==> src/rtl/satd_pkg.sv <==
// Shared types and constants for the SATD accumulation stage.
// Holds the accumulator FSM states and the rounding constants.
package satd_pkg;

    typedef enum logic [1:0] {
        IDLE,
        ACCUM,
        HOLD
    } acc_state_t;

    localparam int RND_4X4 = 1;
    localparam int SH_4X4  = 1;
    localparam int RND_8X8 = 2;
    localparam int SH_8X8  = 2;

    function automatic int clog2(input int v);
        int r;
        r = 0;
        while ((1 << r) < v) r++;
        return r;
    endfunction

endpackage

==> src/rtl/satd_round.sv <==
// Size-dependent rounding normalisation of an accumulated SATD sum.
// One extra bit on the bias add so the full-width sum never wraps.
module satd_round
    import satd_pkg::*;
#(
    parameter int ACC_W = 22
) (
    input  logic [ACC_W-1:0] sum,
    input  logic             sel,
    output logic [ACC_W-1:0] res
);

    logic [ACC_W:0] biased;

    always_comb begin
        biased = {1'b0, sum}
               + (sel ? (ACC_W+1)'(RND_8X8) : (ACC_W+1)'(RND_4X4));
        res = ACC_W'(sel ? (biased >> SH_8X8) : (biased >> SH_4X4));
    end

endmodule

==> src/rtl/satd_accumulator.sv <==
// Accumulates per-beat partial absolute sums into one SATD per block
// and hands the rounded result out on a valid/ready port.
module satd_accumulator
    import satd_pkg::*;
#(
    parameter  int LENGTH = 11,
    parameter  int WIDTH  = 8,
    parameter  int HEIGHT = 8,
    localparam int BEATS  = WIDTH * HEIGHT / 8,
    localparam int CNT_W  = clog2(BEATS),
    localparam int PW     = LENGTH + 8,
    localparam int ACC_W  = LENGTH + 8 + CNT_W
) (
    input  logic             clk,
    input  logic             rst_n,
    input  logic             clear,
    input  logic             sel,
    input  logic             in_valid,
    output logic             in_ready,
    input  logic [PW-1:0]    sum_partial,
    output logic [ACC_W-1:0] satd,
    output logic             satd_valid,
    input  logic             satd_ready,
    output logic [15:0]      blk_count
);

    localparam int CW = (CNT_W < 1) ? 1 : CNT_W;
    localparam logic [CW-1:0] LAST = CW'(BEATS - 1);

    acc_state_t       state_q;
    acc_state_t       state_d;
    logic [ACC_W-1:0] acc_q;
    logic [ACC_W-1:0] sum_next;
    logic [ACC_W-1:0] rnd;
    logic [CW-1:0]    cnt_q;
    logic             sel_q;
    logic             rsel;
    logic             accept;
    logic             last;
    logic             idle;

    assign idle       = (state_q == IDLE);
    assign in_ready   = (state_q != HOLD);
    assign satd_valid = (state_q == HOLD);
    assign accept     = in_valid & in_ready;
    assign last       = idle ? (BEATS == 1) : (cnt_q == LAST);
    assign sum_next   = (idle ? '0 : acc_q) + ACC_W'(sum_partial);
    // First beat rounds with the live select; later beats use the latched one
    assign rsel       = idle ? sel : sel_q;

    satd_round #(
        .ACC_W(ACC_W)
    ) u_round (
        .sum(sum_next),
        .sel(rsel),
        .res(rnd)
    );

    always_comb begin
        state_d = state_q;
        if (clear) begin
            state_d = IDLE;
        end else begin
            unique case (state_q)
                IDLE:    if (accept) state_d = last ? HOLD : ACCUM;
                ACCUM:   if (accept && last) state_d = HOLD;
                HOLD:    if (satd_ready) state_d = IDLE;
                default: state_d = IDLE;
            endcase
        end
    end

    always_ff @(posedge clk or negedge rst_n) begin
        if (!rst_n) begin
            state_q   <= IDLE;
            acc_q     <= '0;
            cnt_q     <= '0;
            sel_q     <= 1'b0;
            satd      <= '0;
            blk_count <= '0;
        end else begin
            state_q <= state_d;
            if (clear) begin
                acc_q <= '0;
                cnt_q <= '0;
            end else begin
                if (accept) begin
                    acc_q <= sum_next;
                    cnt_q <= last ? '0 : (idle ? CW'(1) : cnt_q + 1'b1);
                    if (idle) sel_q <= sel;
                    if (last) satd <= rnd;
                end
                if (satd_valid && satd_ready) blk_count <= blk_count + 16'd1;
            end
        end
    end

endmodule
==> config.mk <==
export PLATFORM = sky130hd
export DESIGN_NAME = satd_accumulator
export DESIGN_NICKNAME = d
export VERILOG_FILES = /design/src/rtl/satd_pkg.sv /design/src/rtl/satd_round.sv /design/src/rtl/satd_accumulator.sv
export SDC_FILE = /design/constraint.sdc
export NUM_CORES = 1
export LEC_CHECK = 0
export ABC_AREA = 1
export BUFFER_PORTS_ARGS = -buffer_cell sky130_fd_sc_hd__buf_2
export CAP_MARGIN = 15
export CORE_MARGIN = 1
export CORE_UTILIZATION = 40
export DETAILED_ROUTE_END_ITERATION = 16
export GPL_TIMING_DRIVEN = 0
export SLEW_MARGIN = 25
export SYNTH_ARGS = -nofsm -noshare
export SYNTH_HDL_FRONTEND = slang
export SYNTH_HIERARCHICAL = 1
export SYNTH_SLANG_ARGS = --single-unit
==> constraint.sdc <==
create_clock -name clk -period 10.39 [get_ports clk]
set_clock_uncertainty 0.05 [all_clocks]
set_input_delay 1.5585 -clock clk [delete_from_list [all_inputs] [get_ports clk]]
set_output_delay 1.5585 -clock clk [all_outputs]
set_load 0.005 [all_outputs]
==> results.py, run 1 <==
metrics = {
    "detailed_routing": {
        "route.met2.wl_mm": 5.87,
        "first_pass_iters": 5,
        "wl_met3_um": 423,
        "top_layer": "met4",
        "viasPerCell": 4.73,
        "post_drt_wl_per_cell_um": 12.4,
        "m1WireLength_mm": 6.22,
        "via_count": 4807,
        "antenna_left": 0,
        "wl_mm": 12.7,
        "drt_iter0_markers": 313,
        "drc_errors": 0,
    },
    "synthesis": {
        "ys_warn_count": 6,
        "async_flop_share_pct": 100,
        "synthAdderAreaFrac_pct": 6.26,
        "synth_fp_nets": 814,
        "synthTopCellsByArea": "dfrtp_1, nand2_1, inv_1, ha_1, nand3_1",
        "netlist_area_sq_um": 5240,
        "synth_top_area_cell": "dfrtp_1",
        "ys_seq_area_share_pct": 31.5,
        "ys_ff_latch": 66,
        "synth_cell_type_count": 38,
        "synth_ff_type": "dfrtp_1",
        "syn-mean-instance-area_sq_um": 6.86,
        "syn_inst": 764,
        "synth_mux_area_share_pct": 4.73,
        "synth_xor_area_share_pct": 5.02,
        "synth_top_family_by_area": "simple AND/OR/NAND/NOR gates",
        "synth_most_common_cell": "nand2_1",
        "synth_top_area_share_pct": 31.5,
        "synth_edf_count": 0,
        "synth_common_cells": "nand2_1, inv_1, nor2_1",
        "synth-simple-area-share_pct": 37.3,
        "synth_compound_area_share_pct": 5.45,
    },
    "critical_path": {
        "crit_path_frequent_cell": "nand2_1",
        "critPathLaunchType": "flip-flop",
        "cp_slowest_stage_delay_ps": 530,
        "cp.required_ps": 10560,
        "cp_max_fo": 10,
        "critPathBufInv": 3,
        "crit_type": "reg2reg",
        "critical-path-top-delay-family": "simple AND/OR/NAND/NOR gates",
        "critical-path-slowest-cell": "clkbuf_1",
        "crit_arrival_ps": 4580,
        "cp-end-kind": "flip-flop",
    },
    "floorplanning": {
        "die_h_um": 116,
        "coreArea_sq_um": 12700,
        "ioPinCount": 65,
        "die_x_um": 116,
        "die_area_sq_um": 13600,
        "initial_utilization_pct": 41.3,
        "num_rows": 41,
    },
    "placed_design": {
        "dpl_cell_area_sq_um": 5800,
        "dp_hpwl_mm": 10.1,
        "dp_slack_ps": 5790,
        "io_buffers": 64,
        "place.gp.congestion": 0.848,
    },
    "global_route": {
        "grt_usage_pct": 20.3,
        "gr-total-overflow": 0,
        "grt_first_pass_wirelength_mm": 21.2,
        "grt_pass1_vias": 4465,
        "antenna_found_initial": 0,
        "grt_max_degree": 52,
    },
    "layout": {
        "fin_nets": 890,
        "antenna_cells": 0,
        "fin_util_pct": 48.4,
        "finalInstanceArea_sq_um": 6130,
        "area_growth_syn_to_layout_pct": 17.0,
        "drive_gt1_share_pct": 16.1,
    },
    "timing": {
        "finalSetupViolCount": 0,
        "fin_tns_setup_ps": 0,
        "hold_viol": 0,
        "tightest_slew_ps": 652,
        "grt_setup_unrepaired": "false",
        "worst_slack_ps": 5980,
        "fmax_mhz": 227,
        "finalCriticalPeriod_ps": 4410,
        "slew_viol_final": 0,
        "period_share_pct": 42.4,
        "relSlewSlack_pct": 56.2,
    },
    "power_and_ir_drop": {
        "power_density_nw_per_um2": 192,
        "power_leakage_uw": 0.00346,
        "ir_drop_v": 0.0000815,
    },
    "clock_tree": {
        "cts_tree": "done",
        "cts_setup_buffers": 0,
        "worstSkewPairLatency_ps": 340,
        "path_clk_slew_ps": 60,
        "post_cts_resized": 0,
        "root_buffer": "clkbuf_16",
        "clock-sinks": 66,
        "numCtsBuffers": 9,
        "cts_max_path_buffers": 2,
        "htreeDepth": 3,
        "postCtsHoldBufs": 0,
    },
    "run_status": {
        "status": "completed",
    },
    "flow_run": {
        "maxCapViolCount": 0,
    },
    "min_path": {
        "hp-class": "reg2reg",
    },
}
==> tightest hold or removal path, stage by stage, from the launching register on <==
cell and delay, ps:
dfrtp_1 340, nand2_1 50, nand2_1 60
==> per-stage QoR <==
step | power, uW | hold WS, ps | cells
after detailed placement | 849 | 419 | 1001
after CTS | 1190 | 432 | 1017
after floorplan | 709 | 399 | 764
final | 1180 | 429 | 1017
after global routing | 1280 | 450 | 1017
after global placement | 846 | 413 | 1000
==> layer usage <==
| layer | vias up | GRT usage, % |
|---|---|---|
| met5 | - | 0 |
| met4 | 0 | 6.07 |
| met3 | 11 | 3.22 |
| met2 | 81 | 33.7 |
| met1 | 2160 | 27.1 |
| li1 | 2555 | - |
==> power by group <==
group	total [uW]	internal, uW	switching [uW]	leakage [uW]
clock	334	212	122	0.000153
sequential	299	284	15.4	0.000892
combinational	545	176	370	0.00242
==> cells in the final DEF (no fill, tap or decap), types with 2 or more instances in the layout <==
| cell | Yosys | final |
|---|---|---|
| and2_1 | 14 | 14 |
| clkbuf_16 | 0 | 9 |
| inv_2 | 3 | 3 |
| nand3_1 | 53 | 53 |
| or2_2 | 2 | 2 |
| nand3b_1 | 7 | 7 |
| nand2_2 | 4 | 4 |
| nand4_1 | 11 | 11 |
| o22ai_1 | 5 | 5 |
| inv_6 | 0 | 2 |
| nor2_1 | 69 | 69 |
| clkinvlp_4 | 0 | 2 |
| nor3_1 | 8 | 8 |
| xor2_1 | 16 | 16 |
| nor2_4 | 3 | 3 |
| xnor2_1 | 14 | 14 |
| o211ai_1 | 2 | 2 |
| inv_1 | 110 | 110 |
| ha_1 | 23 | 23 |
| clkbuf_1 | 3 | 3 |
| nand2_1 | 259 | 259 |
| buf_2 | 4 | 67 |
| mux2_2 | 22 | 22 |
| a21oi_1 | 15 | 15 |
| nand2_4 | 3 | 3 |
| nor2_2 | 5 | 5 |
| dfrtp_1 | 66 | 66 |
| fa_1 | 2 | 2 |
| bufinv_16 | 0 | 2 |
| o21bai_1 | 2 | 2 |
| buf_6 | 4 | 4 |
| o21ai_0 | 25 | 24 |
==> registers in the layout (all words and copies together), names as in the netlist <==
signal / count
acc_q: 22
satd: 22
blk_count: 16
cnt_q: 3
state_q: 2
sel_q: 1
==> path summary, 6_finish.rpt <==
check,from,end,slack [ps],cells after the start
max in group asynchronous,rst_n,cnt_q[1],8720,2
min in group asynchronous,rst_n,acc_q[10],1030,1
worst min register to register,acc_q[18],acc_q[18],430,2
worst max-delay path,state_q[0],satd[20],5980,25
worst min-delay path,acc_q[18],acc_q[18],430,2
worst max register to register,state_q[0],satd[20],5980,25
==> cell families after synthesis <==
family / count (synthesis)
buf+inv: 126
fa+ha+maj: 25
compound gates: 51
mux: 22
flops: 66
xor+xnor: 30
simple gates: 444
==> final cells by class <==
| class | count | area, sq um |
|---|---|---|
| clock inverters | 7 | 101 |
| inverters | 115 | 433 |
| well taps | 172 | 215 |
| multi-input cells | 572 | 3080 |
| plain buffers | 11 | 76.3 |
| fillers | 1361 | 6540 |
| flip-flops and latches | 66 | 1650 |
| repair buffers | 65 | 350 |
| clock buffers | 9 | 225 |
No activity file was read; power rests on OpenSTA's default activity.
==> inputs of run 2 (changes only) <==
- clock period: 10.39 -> 3.8 ns (I/O delays scaled with it)
==> run 2 against run 1 <==
Wire length grew 1.3%. Combinational power grew to 2.9 times the previous value. Clock power grew to 2.7 times the previous value. Final area grew 2.0%. Critical endpoint is now satd[13]. Via count grew 1.3%. Sequential power grew to 2.7 times the previous value.
==> results.py, run 2 (synthesis results as in run 1) <==
metrics = {
    "layout": {
        "drive_gt1_share_pct": 18.8,
        "area_growth_syn_to_layout_pct": 19.3,
        "reg.largest.list": "acc_q: 22 flops, satd: 22 flops, blk_count: 16 flops",
        "final_common_cell": "nand2_1",
        "antenna_cells": 0,
        "finalInstanceArea_sq_um": 6250,
        "final_cell_mix": "nand2_1, inv_1, buf_2",
        "fin_util_pct": 49.3,
        "fin_nets": 890,
    },
    "power_and_ir_drop": {
        "intPower_uw": 1880,
        "seq_power_share_pct": 24.8,
        "pwr-share-comb_pct": 47.5,
        "ir_drop_v": 0.000222,
        "switchingPower_uw": 1420,
        "power.share.clock_pct": 27.7,
        "power_leakage_uw": 0.00350,
        "power_density_nw_per_um2": 528,
        "swShare_pct": 43.0,
    },
    "timing": {
        "fin_tns_setup_ps": 0,
        "slew_viol_final": 0,
        "tightest_slew_ps": 654,
        "finalCriticalPeriod_ps": 3550,
        "period_share_pct": 93.5,
        "grt_setup_unrepaired": "true",
        "hold_viol": 0,
        "relSlewSlack_pct": 56.1,
        "worst_slack_ps": 247,
        "fmax_mhz": 281,
        "finalSetupViolCount": 0,
    },
    "floorplanning": {
        "die_h_um": 116,
        "ioPinCount": 65,
        "coreArea_sq_um": 12700,
        "num_rows": 41,
        "die_x_um": 116,
        "initial_utilization_pct": 41.3,
        "die_area_sq_um": 13600,
    },
    "detailed_routing": {
        "first_pass_iters": 5,
        "antenna_left": 0,
        "drt_iter0_markers": 285,
        "viasPerCell": 4.79,
        "drc_errors": 0,
        "via_count": 4869,
        "wl_mm": 12.8,
        "post_drt_wl_per_cell_um": 12.6,
    },
    "clock_tree": {
        "numCtsBuffers": 9,
        "cts_tree": "done",
        "cts_max_path_buffers": 2,
        "path_clk_slew_ps": 60,
        "worstSkewPairLatency_ps": 340,
        "root_buffer": "clkbuf_16",
        "clock-sinks": 66,
        "htreeDepth": 3,
    },
    "global_route": {
        "grt_pass1_vias": 4459,
        "grt_first_pass_wirelength_mm": 21.2,
        "antenna_found_initial": 0,
        "grt_max_degree": 52,
        "gr-total-overflow": 0,
        "grt_usage_pct": 20.3,
    },
    "critical_path": {
        "crit_path_frequent_cell": "nand2_1",
        "crit_type": "reg2reg",
        "critPathLaunchType": "flip-flop",
        "crit_chain": "inv_2, nand2_4, inv_4, clkbuf_8, nor2_1, ha_1, fa_2, nand3_1, nand2_2, nand3_2, nand3_4, or2_2, and2_1, nand2_1, nor2_1, and2_1, nand3b_1, nand2_1, nand2_1, nand2_1, mux2_2",
        "cp_max_fo": 10,
        "critical-path-slowest-cell": "dfrtp_1",
        "cp_slowest_stage_delay_ps": 410,
        "crit_arrival_ps": 3720,
        "cp.required_ps": 3960,
        "cp-end-kind": "flip-flop",
        "rrSetupSlack_ps": 250,
    },
    "flow_run": {
        "maxCapViolCount": 0,
    },
    "min_path": {
        "hp-class": "in2async",
    },
    "run_status": {
        "status": "completed",
    },
    "placed_design": {
        "io_buffers": 64,
        "place.gp.congestion": 0.848,
        "dp_hpwl_mm": 10.1,
        "dpl_cell_area_sq_um": 5800,
        "dp_slack_ps": -605,
    },
}
## run 2: cell counts in the layout (fill, tap and decap cells not counted)
Identical to the previous run, type by type.
## run 2: cell type report
cell class,count,area (sq um)
multi-input combinational,572,3180
clock inverter,7,101
inverter,115,435
timing repair buffer,65,350
tap,172,215
clock buffer,9,225
fill,1350,6420
buffer,11,90.1
sequential,66,1650
## run 2: worst paths after layout
path | start | end | cells past startpoint
setup / recovery | state_q[0] | satd[13] | 21
hold / removal | rst_n | acc_q[10] | 1
setup reg to reg | state_q[0] | satd[13] | 21
hold reg to reg | acc_q[18] | acc_q[18] | 2
max in group asynchronous | rst_n | cnt_q[1] | 2
min in group clk | acc_q[18] | acc_q[18] | 2
## run 2: per-stage QoR
stage,instances,hold slack [ps],total power (uW)
after floorplan,764,224,1940
after global placement,1000,413,2310
after detailed placement,1001,413,2320
after CTS,1017,46.5,3280
after global routing,1017,57.7,3580
final,1017,44.4,3300
## run 2: repair_timing
item / in CTS / in global routing
endpoints found under the setup margin: 21 / 19
gates resized for setup: 9 / 24
hold buffers: 0 / 0
setup buffers: 0 / 0
## run 2: power groups by stage
| stage | logic, uW | registers [uW] | clock network (uW) |
|---|---|---|---|
| floorplan | 1110 | 825 | 0 |
| global placement | 1480 | 829 | 0 |
| detailed placement | 1490 | 831 | 0 |
| CTS | 1520 | 819 | 937 |
| global route | 1780 | 829 | 970 |
| finish | 1570 | 818 | 914 |
## run 2: layer usage
metal / wire, um / vias to the layer above / global-route usage, %
met3: 445 / 11 / 3.22
li1: - / 2555 / -
met4: 148 / 0 / 6.15
met2: 6020 / 99 / 33.7
met5: 0 / - / 0
met1: 6210 / 2204 / 27.0
## run 2: critical path, delay by kind of cell, from the launching register on
family / cells / cell delay, ps
adders and majority gates: 2 / 610
buffers and inverters: 3 / 390
DFF: 1 / 410
muxes: 1 / 260
and+or+nand+nor: 15 / 1710
